[src/rtl/serial_link_port_if.sv]
// Bus interface between the MMU and the serial port register block.
// The MMU drives address, data and strobes; the serial port returns read data.
interface serial_link_port_if;
  logic [15:0] addr;
  logic [7:0]  wdata;
  logic        read_en;
  logic        write_en;
  logic [7:0]  rdata;

  modport master (output addr, output wdata, output read_en, output write_en, input rdata);
  modport slave  (input addr, input wdata, input read_en, input write_en, output rdata);
endinterface

[src/rtl/serial_link_port.sv]
// Game Boy serial port: SB (FF01) data shift register and SC (FF02) control.
// Shifts 8 bits MSB-first on sout while sampling sin, clocked either by the
// internal divider or by an external link clock, then pulses irq_serial once.
module serial_link_port #(
  parameter int CLK_DIV     = 512,
  parameter int SYNC_STAGES = 2
) (
  input  logic                 clk,
  input  logic                 reset,
  serial_link_port_if.slave    bus,
  output logic                 sout,
  output logic                 sclk_out,
  input  logic                 sin,
  input  logic                 sclk_in,
  output logic                 irq_serial
);

  localparam int DIV_W = $clog2(CLK_DIV);
  localparam logic [DIV_W-1:0] DIV_MAX  = DIV_W'(CLK_DIV - 1);
  localparam logic [DIV_W-1:0] DIV_HALF = DIV_W'(CLK_DIV / 2);

  typedef enum logic [1:0] {
    IDLE,
    SHIFT_INT,
    SHIFT_EXT
  } state_t;

  state_t                 state;
  logic [7:0]             sb;
  logic                   sc_start;
  logic                   sc_int_clk;
  logic [3:0]             bit_cnt;
  logic [DIV_W-1:0]       div_cnt;
  logic [SYNC_STAGES-1:0] sclk_sync;
  logic [SYNC_STAGES-1:0] sin_sync_q;
  logic                   sclk_prev;

  logic sclk_s;
  logic sin_s;
  logic sclk_rise;
  logic sclk_fall;
  logic wr_sb;
  logic wr_sc;

  assign sclk_s    = sclk_sync[SYNC_STAGES-1];
  assign sin_s     = sin_sync_q[SYNC_STAGES-1];
  assign sclk_rise = sclk_s & ~sclk_prev;
  assign sclk_fall = ~sclk_s & sclk_prev;
  assign wr_sb     = bus.write_en && (bus.addr == 16'hFF01);
  assign wr_sc     = bus.write_en && (bus.addr == 16'hFF02);

  // Register read mux; unmapped addresses and idle bus float high.
  always_comb begin
    // NOTE: default assignment first so every path drives rdata and no latch is inferred.
    bus.rdata = 8'hFF;
    if (bus.read_en) begin
      case (bus.addr)
        16'hFF01: bus.rdata = sb;
        16'hFF02: bus.rdata = {sc_start, 6'b111111, sc_int_clk};
        default:  bus.rdata = 8'hFF;
      endcase
    end
  end

  // Input synchronisers and external clock edge history, idling high like an open link.
  always_ff @(posedge clk or negedge reset) begin
    // NOTE: presetting to 1 keeps an idle (pulled-up) link from looking like a falling edge after reset.
    if (!reset) begin
      sclk_sync  <= '1;
      sin_sync_q <= '1;
      sclk_prev  <= 1'b1;
    end else begin
      sclk_sync  <= {sclk_sync[SYNC_STAGES-2:0], sclk_in};
      sin_sync_q <= {sin_sync_q[SYNC_STAGES-2:0], sin};
      sclk_prev  <= sclk_s;
    end
  end

  // Transfer control FSM with register writes, shifting and completion.
  always_ff @(posedge clk or negedge reset) begin
    if (!reset) begin
      state      <= IDLE;
      sb         <= 8'h00;
      sc_start   <= 1'b0;
      sc_int_clk <= 1'b0;
      sout       <= 1'b1;
      sclk_out   <= 1'b1;
      irq_serial <= 1'b0;
      bit_cnt    <= 4'd0;
      div_cnt    <= '0;
    end else begin
      // NOTE: non-blocking assignments so every branch sees the pre-edge register values.
      irq_serial <= 1'b0;
      case (state)
        IDLE: begin
          if (wr_sb) sb <= bus.wdata;
          if (wr_sc) begin
            sc_start   <= bus.wdata[7];
            sc_int_clk <= bus.wdata[0];
            bit_cnt    <= 4'd0;
            div_cnt    <= '0;
            if (bus.wdata[7]) state <= bus.wdata[0] ? SHIFT_INT : SHIFT_EXT;
          end
        end
        default: begin
          if (bit_cnt == 4'd8) begin
            // Completion wins over any bus write; only an SB write survives it.
            state    <= IDLE;
            sc_start <= 1'b0;
            sout     <= 1'b1;
            sclk_out <= 1'b1;
            if (wr_sb) sb <= bus.wdata;
          end else if (wr_sc && !bus.wdata[7]) begin
            // Abort keeps the partially shifted SB and raises no interrupt.
            state      <= IDLE;
            sc_start   <= 1'b0;
            sc_int_clk <= bus.wdata[0];
            sout       <= 1'b1;
            sclk_out   <= 1'b1;
          end else if (state == SHIFT_INT) begin
            div_cnt <= (div_cnt == DIV_MAX) ? '0 : div_cnt + 1'b1;
            if (div_cnt == '0) begin
              sclk_out <= 1'b0;
              sout     <= sb[7];
            end
            if (div_cnt == DIV_HALF) begin
              sclk_out <= 1'b1;
              sb       <= {sb[6:0], sin_s};
              bit_cnt  <= bit_cnt + 4'd1;
              if (bit_cnt == 4'd7) irq_serial <= 1'b1;
            end
          end else begin
            sclk_out <= 1'b1;
            if (sclk_fall) sout <= sb[7];
            if (sclk_rise) begin
              sb      <= {sb[6:0], sin_s};
              bit_cnt <= bit_cnt + 4'd1;
              if (bit_cnt == 4'd7) irq_serial <= 1'b1;
            end
          end
        end
      endcase
    end
  end

endmodule

[src/flat_wrapper.sv]
// flat-port wrapper written by rule: the top's interface ports become plain ports
module serial_link_port_flat 
#(
  parameter int CLK_DIV     = 512,
  parameter int SYNC_STAGES = 2
)
  (clk, reset, sout, sclk_out, sin, sclk_in, irq_serial, bus_addr, bus_wdata, bus_read_en, bus_write_en, bus_rdata);
  serial_link_port_if bus_i ();
  input  logic clk;
  input  logic reset;
  output logic sout;
  output logic sclk_out;
  input  logic sin;
  input  logic sclk_in;
  output logic irq_serial;
  input wire logic [$bits(bus_i.addr)-1:0] bus_addr;
  input wire logic [$bits(bus_i.wdata)-1:0] bus_wdata;
  input wire logic [$bits(bus_i.read_en)-1:0] bus_read_en;
  input wire logic [$bits(bus_i.write_en)-1:0] bus_write_en;
  output wire logic [$bits(bus_i.rdata)-1:0] bus_rdata;
  assign bus_i.addr = bus_addr;
  assign bus_i.wdata = bus_wdata;
  assign bus_i.read_en = bus_read_en;
  assign bus_i.write_en = bus_write_en;
  assign bus_rdata = bus_i.rdata;
  serial_link_port #(.CLK_DIV(CLK_DIV), .SYNC_STAGES(SYNC_STAGES)) u_core (.clk(clk), .reset(reset), .bus(bus_i), .sout(sout), .sclk_out(sclk_out), .sin(sin), .sclk_in(sclk_in), .irq_serial(irq_serial));
endmodule
[config.mk]
export PLATFORM = sky130hd
export DESIGN_NAME = serial_link_port_flat
export DESIGN_NICKNAME = d
export VERILOG_FILES = /design/src/rtl/serial_link_port_if.sv /design/src/rtl/serial_link_port.sv /design/src/flat_wrapper.sv
export SDC_FILE = /design/constraint.sdc
export NUM_CORES = 1
export LEC_CHECK = 0
export CAP_MARGIN = 20
export CELL_PAD_IN_SITES_DETAIL_PLACEMENT = 1
export CELL_PAD_IN_SITES_GLOBAL_PLACEMENT = 2
export CORE_MARGIN = 2
export CORE_UTILIZATION = 33
export CTS_CLUSTER_DIAMETER = 60
export CTS_CLUSTER_SIZE = 25
export DETAILED_ROUTE_END_ITERATION = 8
export PLACE_DENSITY = 0.89
export SLEW_MARGIN = 20
export SYNTH_ARGS = -nofsm -noshare
export SYNTH_HDL_FRONTEND = slang
export SYNTH_SLANG_ARGS = --single-unit
[constraint.sdc]
create_clock -name clk -period 6 [get_ports clk]
set_clock_uncertainty 0.1 [all_clocks]
set_input_delay 1.5 -clock clk [delete_from_list [all_inputs] [get_ports clk]]
set_output_delay 1.5 -clock clk [all_outputs]
set_load 0.01 [all_outputs]
Word level (Yosys, flattened, before mapping)
Index checks and enable logic that the tools add are counted.

Add/sub/neg operators: 2. Eq/ne operators: 16. Mux-type cells: 53. Bitwise gates (word level): 5. Reduce and logical (&&, ||, !) cells: 20.

Operator list (number): 2-to-1 mux 8 bit (8); 2-to-1 mux 9 bit (6); == test 16 bit, second input constant (2); 2-to-1 mux 4 bit (7); 2-to-1 mux 1 bit (25); == test 9 bit, second input constant (2); case mux 8 bit (2 select lines) (1); 2-to-1 mux 2 bit (6); AND reduction 3 bit (4); adder 9 x 1 -> 9 bit, second input constant (1); zero test 9 bit (1); nonzero test 4 bit (2); inequality test 2 bit, second input constant (3); nonzero test 3 bit (2); inequality test 5 x 3 -> 1 bit, second input constant (1); AND reduction 5 bit (1); adder 4 x 1 -> 4 bit, second input constant (1); == test 4 x 3 -> 1 bit, second input constant (1); == test 4 bit, second input constant (1); inequality test 4 x 2 -> 1 bit, second input constant (1); inequality test 4 x 3 -> 1 bit, second input constant (1); AND reduction 2 bit (2); AND reduction 4 bit (1); nonzero test 2 bit (2); 9 further kinds (14).

Flip-flop bits (word level): 33. Input bits: 30. Output and inout port bits: 11. Word-level logic and storage cells: 108.

Longest topological paths before layout
Gate-level depths: netlist (run 1).

Word-level depth: 7. Depth in mapped cells: 9. Gate-level depth less buffers: 9.

Worst setup path after synthesis (run 1)
No wires, ideal clock.

Kind: input to output. Start: input port bus_addr[3]. End: output port bus_rdata[1]. Arrival time: 2.873 ns. Data required time: 4.400 ns. Path slack: 1.527 ns. Stages on the path: 5. Path buffers: 0. Path through: or4_4 nor4_2 and2_1 nand2_1 or2_2.

Cells in the longest elaborated chain, start to end: 3. Elaborated cells on any way between the ends: 4.

RTL lines: start, declared (line flat_wrapper.sv:16) `input wire logic [$bits(bus_i.addr)-1:0] bus_addr;`; == test 16 bit (line serial_link_port.sv:57) `case (bus.addr)`; case mux 8 bit (2 select lines) * (line serial_link_port.sv:57); 2-to-1 mux 8 bit * (line serial_link_port.sv:56) `if (bus.read_en) begin`; end, declared (line flat_wrapper.sv:20) `output wire logic [$bits(bus_i.rdata)-1:0] bus_rdata;`.

Mark *: on every way between the ends. The rest lies on a longest branch, timed or not.

Worst setup path after layout (run 1)
Same ends and word-level chain as after synthesis.

==> results of run 1 <==
layout make-up:
type | instances | area, sq um | area share, %
Clock buffer | 7 | 96.3 | 3.84
Clock inverter | 1 | 5.00 | 0.199
Inverter | 8 | 30.0 | 1.20
Multi-Input combinational cell | 164 | 1050 | 41.7
Sequential cell | 33 | 835 | 33.2
Tap cell | 72 | 90.1 | 3.59
Timing Repair Buffer | 41 | 408 | 16.2
placed cells by master (no fill, tap or decap), types with 6 or more instances in the layout:
master           count
nand2_1             41
clkdlybuf4s50_1     40
dfrtp_1             26
nor2_1              11
nor3_1              11
or2_2                9
nand3_1              9
inv_1                8
mux2_2               8
clkbuf_8             7
dfstp_2              7
o31ai_1              6
o21ai_0              6
power by group:
group	internal (W)	total [W]	switching, W
registers	0.000226	0.000228	0.00000143
clock network	0.000104	0.000189	0.0000848
logic	0.0000211	0.0000343	0.0000132
flip-flops by register name, indices dropped and copies added, names as in the netlist, 2 cells and up:
name	count
u_core.sclk_sync	2
u_core.div_cnt	9
u_core.bit_cnt	4
u_core.sb	8
u_core.sin_sync_q	2
u_core.state	2
logic make-up after synthesis:
logic type               share of synthesized area [%]
buffers and inverters                             1.76
AO/OA/AOI/OAI                                     14.1
AND/OR/NAND/NOR                                   30.4
multiplexers                                      6.86
flip-flops                                        43.6
adder cells (fa/ha/maj)                           3.27
metrics by stage:
step / instance area [sq um] / utilization, % / hold WS [ns] / cells
after global placement: 2410 / 43.5 / 0.246 / 318
after floorplan: 1920 / - / 0.245 / 206
after detailed placement: 2410 / 43.5 / 0.247 / 318
after CTS: 2510 / 45.3 / 0.258 / 326
final: 2510 / 45.3 / 0.257 / 326
after global routing: 2510 / 45.3 / 0.264 / 326
routing by layer:
metal / part of all wire (%) / vias up
met5: 0 / -
met4: 1.3 / 0
met3: 2.3 / 9
met2: 50 / 23
met1: 46 / 848
li1: - / 842
path summary, 6_finish.rpt:
check / to / start / slack (ns) / cells after the start
min in group asynchronous: u_core.div_cnt[6] / reset / 1.52 / 2
min reg2reg: u_core.sin_sync_q[1] / u_core.sin_sync_q[0] / 0.26 / 0
max in group asynchronous: u_core.sout / reset / 3.94 / 2
min: u_core.sin_sync_q[1] / u_core.sin_sync_q[0] / 0.26 / 0
max reg2reg: u_core.sb[2] / u_core.div_cnt[4] / 3.51 / 5
max: bus_rdata[1] / bus_addr[3] / 0.41 / 7
==> load_flow_metrics.sql, run 1 <==
INSERT INTO impl_metrics (metric_group, metric, value, unit) VALUES
('outcome', 'outcome', 'complete, no violations', ''),
('floorplan', 'coreArea', '0.00554', 'sq mm'),
('global_route', 'groute.layer.met2.usage', '31.2', '%'),
('timing', 'final_period_minus_worst_setup_slack', '5.59', 'ns'),
('route', 'dr_total_vias', '1722', ''),
('cts', 'path_clk_slew', '0.07', 'ns'),
('route', 'finalWirelength', '5200', 'um'),
('timing', 'timing.final.hold_violations', '0', ''),
('setup_path', 'crit_required', '4.40', 'ns'),
('synth', 'async_flop_share', '100', '%'),
('cts', 'cts.sinks', '33', ''),
('synth', 'mapped_cell_area', '0.00192', 'sq mm'),
('setup_path', 'cell_with_the_largest_stage_delay_on_the_worst_path', 'or4_4', ''),
('cts', 'clock_latency', '0.29', 'ns'),
('setup_path', 'cell_chain_critical_path', 'clkdlybuf4s50_1 -> or4_4 -> nor4_2 -> and2_1 -> nand2_1 -> or2_2 -> clkdlybuf4s50_1', ''),
('timing', 'report.final.slew_viol_count', '0', ''),
('placement', 'detailedPlace.worstSlack', '0.422', 'ns'),
('setup_path', 'critPathMostFrequentCell', 'clkdlybuf4s50_1', ''),
('cts', 'ctsHoldBuffers', '0', ''),
('route', 'number_of_nets_still_failing_antenna_checks_after_routing', '0', ''),
('power_and_ir_drop', 'finalPower', '0.000450', 'W'),
('floorplan', 'fp.dieH', '80.2', 'um'),
('synth', 'yosysWarnings', '0', ''),
('cts', 'h-tree-depth', '2', ''),
('synth', 'dominantRegCellSynth', 'dfrtp_1', ''),
('route', 'wl_per_cell', '15.9', 'um'),
('cts', 'tritoncts.num_buffers', '5', ''),
('synth', 'ys_seq_area_share', '43.6', '%'),
('cells_and_area', 'n_fill_cell', '653', ''),
('cts', 'cts_resized', '0', ''),
('global_route', 'grt_max_degree', '34', ''),
('global_route', 'grt.met3_usage', '3.71', '%'),
('timing', 'worst_slack', '0.415', 'ns'),
('synth', 'mappedNetlistNets', '241', ''),
('setup_path', 'kind_of_critical_path', 'in2out', ''),
('floorplan', 'initial_utilization', '34.6', '%'),
('synth', 'synth_area_leaders', 'dfrtp_1 34%, dfstp_2 9.6%, nand2_1 8.0%, mux2_2 4.7%, ha_1 3.3%', ''),
('route', 'firstDrtPassIters', '4', ''),
('placement', 'portBuffers', '40', ''),
('timing', 'report.final.setup_viol', '0', ''),
('flow_run', 'drv.max_cap_violation_count', '0', ''),
('power_and_ir_drop', 'static-leakage-power', '1.02', 'nW'),
('power_and_ir_drop', 'powerDensity', '179', 'mW/mm^2'),
('worst_hold_path', 'hold_class', 'reg2reg', ''),
('timing', 'setup-tns-final', '0', 'ns'),
('synth', 'synth_area_per_cell', '9.30', 'sq um'),
('global_route', 'globalRoute.totalOverflow', '0', ''),
('floorplan', 'ioPinCount', '41', ''),
('synth', 'netlist_instances', '206', ''),
('timing', 'grt_setup_unrepaired', 'false', ''),
('global_route', 'grt_first_pass_wirelength', '9020', 'um'),
('power_and_ir_drop', 'vdd_drop_max', '0.000103', 'V'),
('cts', 'cts.path.max_buffers', '2', ''),
('synth', 'post_synth_num_cell_types', '48', ''),
('synth', 'yosys.area.top_type', 'dfrtp_1', ''),
('timing', 'finalCritPeriodShare', '93.1', '%'),
('route', 'post-route-drc-count', '0', ''),
('timing', 'headroom_to_the_max_slew_limit', '40.5', '%'),
('floorplan', 'core.rowCount', '27', ''),
('synth', 'synthMostInstantiatedCell', 'nand2_1', ''),
('cells_and_area', 'fin_nets', '288', ''),
('setup_path', 'crit_path_launch_type', 'primary input', ''),
('placement', 'weighted_congestion_reported_at_the_end_of_routability_driven_placement', '0.756', ''),
('setup_path', 'delay_contributed_by_the_slowest_stage_of_the_critical_path', '0.57', 'ns'),
('synth', 'synth_common_cells', '41 x nand2_1, 26 x dfrtp_1, 11 x nor2_1, 11 x nor3_1', ''),
('setup_path', 'worst_setup_ep_type', 'primary output', ''),
('global_route', 'groute.usage.overall', '18.0', '%'),
('setup_path', 'timing.critical_path.arrival', '3.99', 'ns'),
('setup_path', 'critPathMaxFanout', '6', ''),
('cells_and_area', 'drive_above_1_share', '16.5', '%'),
('setup_path', 'critPathTopFamily', 'simple AND/OR/NAND/NOR gates', '');
(Power assumes the default switching activity.)
==> run 2, diff against run 1 <==
--- a/config.mk
+++ b/config.mk
@@ -14,7 +14,9 @@
 export CTS_CLUSTER_SIZE = 25
 export DETAILED_ROUTE_END_ITERATION = 8
 export PLACE_DENSITY = 0.89
+export REMOVE_ABC_BUFFERS = 1
 export SLEW_MARGIN = 20
 export SYNTH_ARGS = -nofsm -noshare
 export SYNTH_HDL_FRONTEND = slang
 export SYNTH_SLANG_ARGS = --single-unit
+export TNS_END_PERCENT = 30
==> run 2 against run 1 <==
Register-to-register slack got worse by 0.03 ns; largest power group unchanged; power increased by 6.6%; utilization increased by 0.27 points; sequential power about the same; maximum frequency increased by 1.3%; sequential share of layout area decreased by 0.20 points; first-iteration DRC count increased by 17%; flip-flop and latch count unchanged.
==> load_flow_metrics.sql, run 2 (synthesis results as in run 1) <==
INSERT INTO impl_metrics (metric_group, metric, value, unit) VALUES
('cts', 'cts_resized', '0', ''),
('power_and_ir_drop', 'powerDensity', '190', 'mW/mm^2'),
('worst_hold_path', 'hold_class', 'reg2reg', ''),
('setup_path', 'timing.critical_path.arrival', '3.91', 'ns'),
('placement', 'weighted_congestion_reported_at_the_end_of_routability_driven_placement', '0.774', ''),
('route', 'detailedRoute.firstIterationViolations', '56', ''),
('power_and_ir_drop', 'power.internal', '0.000383', 'W'),
('setup_path', 'delay_contributed_by_the_slowest_stage_of_the_critical_path', '0.56', 'ns'),
('timing', 'final.hold.worst_slack', '0.261', 'ns'),
('floorplan', 'fp.dieH', '80.2', 'um'),
('setup_path', 'critical_path_buf_inv_count', '2', ''),
('power_and_ir_drop', 'comb_power_share', '7.2', '%'),
('power_and_ir_drop', 'vdd_drop_max', '0.000101', 'V'),
('cells_and_area', 'diodes', '0', ''),
('power_and_ir_drop', 'power.sequential.fraction', '47.4', '%'),
('floorplan', 'ioPinCount', '41', ''),
('power_and_ir_drop', 'net-switching-power', '0.0000974', 'W'),
('placement', 'placed_area', '0.00241', 'sq mm'),
('cts', 'h-tree-depth', '2', ''),
('timing', 'headroom_to_the_max_slew_limit', '40.6', '%'),
('cells_and_area', 'drive_above_1_share', '16.1', '%'),
('timing', 'grt_setup_unrepaired', 'false', ''),
('floorplan', 'core.rowCount', '27', ''),
('setup_path', 'cell_with_the_largest_stage_delay_on_the_worst_path', 'or4_4', ''),
('timing', 'setup-tns-final', '0', 'ns'),
('route', 'wl_per_cell', '15.8', 'um'),
('cts', 'postCtsSetupBuffers', '0', ''),
('floorplan', 'design.die.area', '0.00643', 'sq mm'),
('timing', 'fmax', '181', 'MHz'),
('timing', 'report.final.setup_viol', '0', ''),
('cells_and_area', 'fin_nets', '288', ''),
('setup_path', 'critPathTopFamily', 'simple AND/OR/NAND/NOR gates', ''),
('timing', 'finalCritPeriodShare', '91.9', '%'),
('cts', 'tritoncts.num_buffers', '5', ''),
('route', 'firstDrtPassIters', '4', ''),
('setup_path', 'cell_chain_critical_path', 'clkdlybuf4s50_1 -> or4_4 -> nor4_2 -> and2_1 -> nand2_1 -> or2_2 -> clkdlybuf4s50_1', ''),
('outcome', 'outcome', 'complete, no violations', ''),
('placement', 'dp_hpwl', '3980', 'um'),
('cells_and_area', 'largest-register', 'u_core.div_cnt', ''),
('route', 'dr_total_vias', '1735', ''),
('placement', 'portBuffers', '40', ''),
('cells_and_area', 'layout-area-overhead-vs-synth', '31.9', '%'),
('cts', 'clock_latency', '0.29', 'ns'),
('cells_and_area', 'flip_flop_count_of_the_largest_register_all_copies_and_words_added', '9', ''),
('floorplan', 'die_width', '80.2', 'um'),
('floorplan', 'coreArea', '0.00554', 'sq mm'),
('cells_and_area', 'finalInstanceArea', '0.00253', 'sq mm'),
('cells_and_area', 'mostFrequentLayoutCell', 'nand2_1', ''),
('cells_and_area', 'share_of_the_core_filled_with_cells_in_the_final_layout', '45.6', '%'),
('cts', 'cts_tree', 'yes', ''),
('cts', 'path_clk_slew', '0.07', 'ns'),
('cts', 'cts.path.max_buffers', '2', ''),
('floorplan', 'initial_utilization', '34.6', '%'),
('cells_and_area', 'n_fill_cell', '668', ''),
('flow_run', 'drv.max_cap_violation_count', '0', ''),
('route', 'number_of_nets_still_failing_antenna_checks_after_routing', '0', ''),
('cts', 'cts.sinks', '33', ''),
('setup_path', 'crit_path_launch_type', 'primary input', ''),
('timing', 'timing.final.hold_violations', '0', ''),
('cells_and_area', 'largestRegisters', 'u_core.div_cnt: 9 flops, u_core.sb: 8 flops, u_core.bit_cnt: 4 flops', ''),
('route', 'drt-vias-per-instance', '5.32', ''),
('global_route', 'grt_first_pass_wirelength', '8770', 'um'),
('power_and_ir_drop', 'power.switching_fraction', '20.3', '%'),
('cts', 'cts_root_buffer', 'clkbuf_8', ''),
('timing', 'report.final.slew_viol_count', '0', ''),
('setup_path', 'crit_required', '4.40', 'ns'),
('global_route', 'globalRoute.totalOverflow', '0', ''),
('timing', 'worstMarginPinSlew', '0.891', 'ns'),
('timing', 'final_period_minus_worst_setup_slack', '5.51', 'ns'),
('global_route', 'grt_max_degree', '34', ''),
('global_route', 'grt_pass1_vias', '1838', ''),
('setup_path', 'kind_of_critical_path', 'in2out', ''),
('cells_and_area', 'most-common-layout-cells', '41 x nand2_1, 40 x clkdlybuf4s50_1, 26 x dfrtp_1', ''),
('setup_path', 'critPathMostFrequentCell', 'clkdlybuf4s50_1', ''),
('route', 'post-route-drc-count', '0', ''),
('route', 'finalWirelength', '5160', 'um'),
('power_and_ir_drop', 'finalPower', '0.000480', 'W'),
('global_route', 'groute.usage.overall', '17.5', '%'),
('power_and_ir_drop', 'static-leakage-power', '1.02', 'nW'),
('global_route', 'antenna_found_initial', '0', ''),
('cts', 'ctsHoldBuffers', '0', ''),
('setup_path', 'critPathMaxFanout', '6', ''),
('power_and_ir_drop', 'share_clk_of_total_power', '45.4', '%'),
('setup_path', 'worst_setup_ep_type', 'primary output', '');
==> run 2: cell types whose count changed in the layout (fill, tap and decap cells not counted) <==
| cell | previous run | this run |
|---|---|---|
| bufinv_16 | 0 | 1 |
| clkbuf_1 | 0 | 1 |
| clkbuf_8 | 7 | 6 |
| clkinv_2 | 1 | 0 |
==> run 2: path summary, 6_finish.rpt <==
path | from | endpoint | slack [ns] | cells past startpoint
worst max-delay path | bus_addr[3] | bus_rdata[6] | 0.49 | 7
max in group asynchronous | reset | u_core.sin_sync_q[0] | 3.92 | 2
min in group asynchronous | reset | u_core.div_cnt[1] | 1.53 | 2
worst min-delay path | u_core.sclk_sync[0] | u_core.sclk_sync[1] | 0.26 | 0
worst min register to register | u_core.sclk_sync[0] | u_core.sclk_sync[1] | 0.26 | 0
worst max register to register | u_core.bit_cnt[0] | u_core.sb[7] | 3.48 | 7
==> run 2: per-stage QoR <==
step	cells	setup slack (ns)
floorplan	205	1.53
global placement	318	0.553
detailed placement	318	0.490
CTS	326	0.481
global route	326	0.395
finish	326	0.489
==> run 2: area by class of cell <==
type	instances	area, sq um	area share [%]
Inverter	8	30.0	1.19
Clock inverter	1	30.0	1.19
Sequential cell	33	835	33.0
Multi-Input combinational cell	164	1050	41.5
Timing Repair Buffer	41	408	16.1
Clock buffer	7	86.3	3.42
Tap cell	72	90.1	3.57
==> run 2: routing by layer <==
| metal | part of all wire (%) | vias up | track usage [%] |
|---|---|---|---|
| li1 | - | 842 | - |
| met5 | 0 | - | 0 |
| met1 | 47 | 848 | 22.2 |
| met3 | 3.6 | 9 | 3.71 |
| met4 | 1.6 | 0 | 6.61 |
| met2 | 48 | 36 | 29.2 |
==> run 2: power groups by stage <==
stage | combinational (W) | clock [W] | sequential (W)
2_1_floorplan | 0.00000773 | 0 | 0.000231
3_3_place_gp | 0.0000342 | 0 | 0.000232
3_5_place_dp | 0.0000350 | 0 | 0.000232
4_1_cts | 0.0000352 | 0.000224 | 0.000228
5_1_grt | 0.0000384 | 0.000233 | 0.000228
6_report | 0.0000346 | 0.000218 | 0.000228
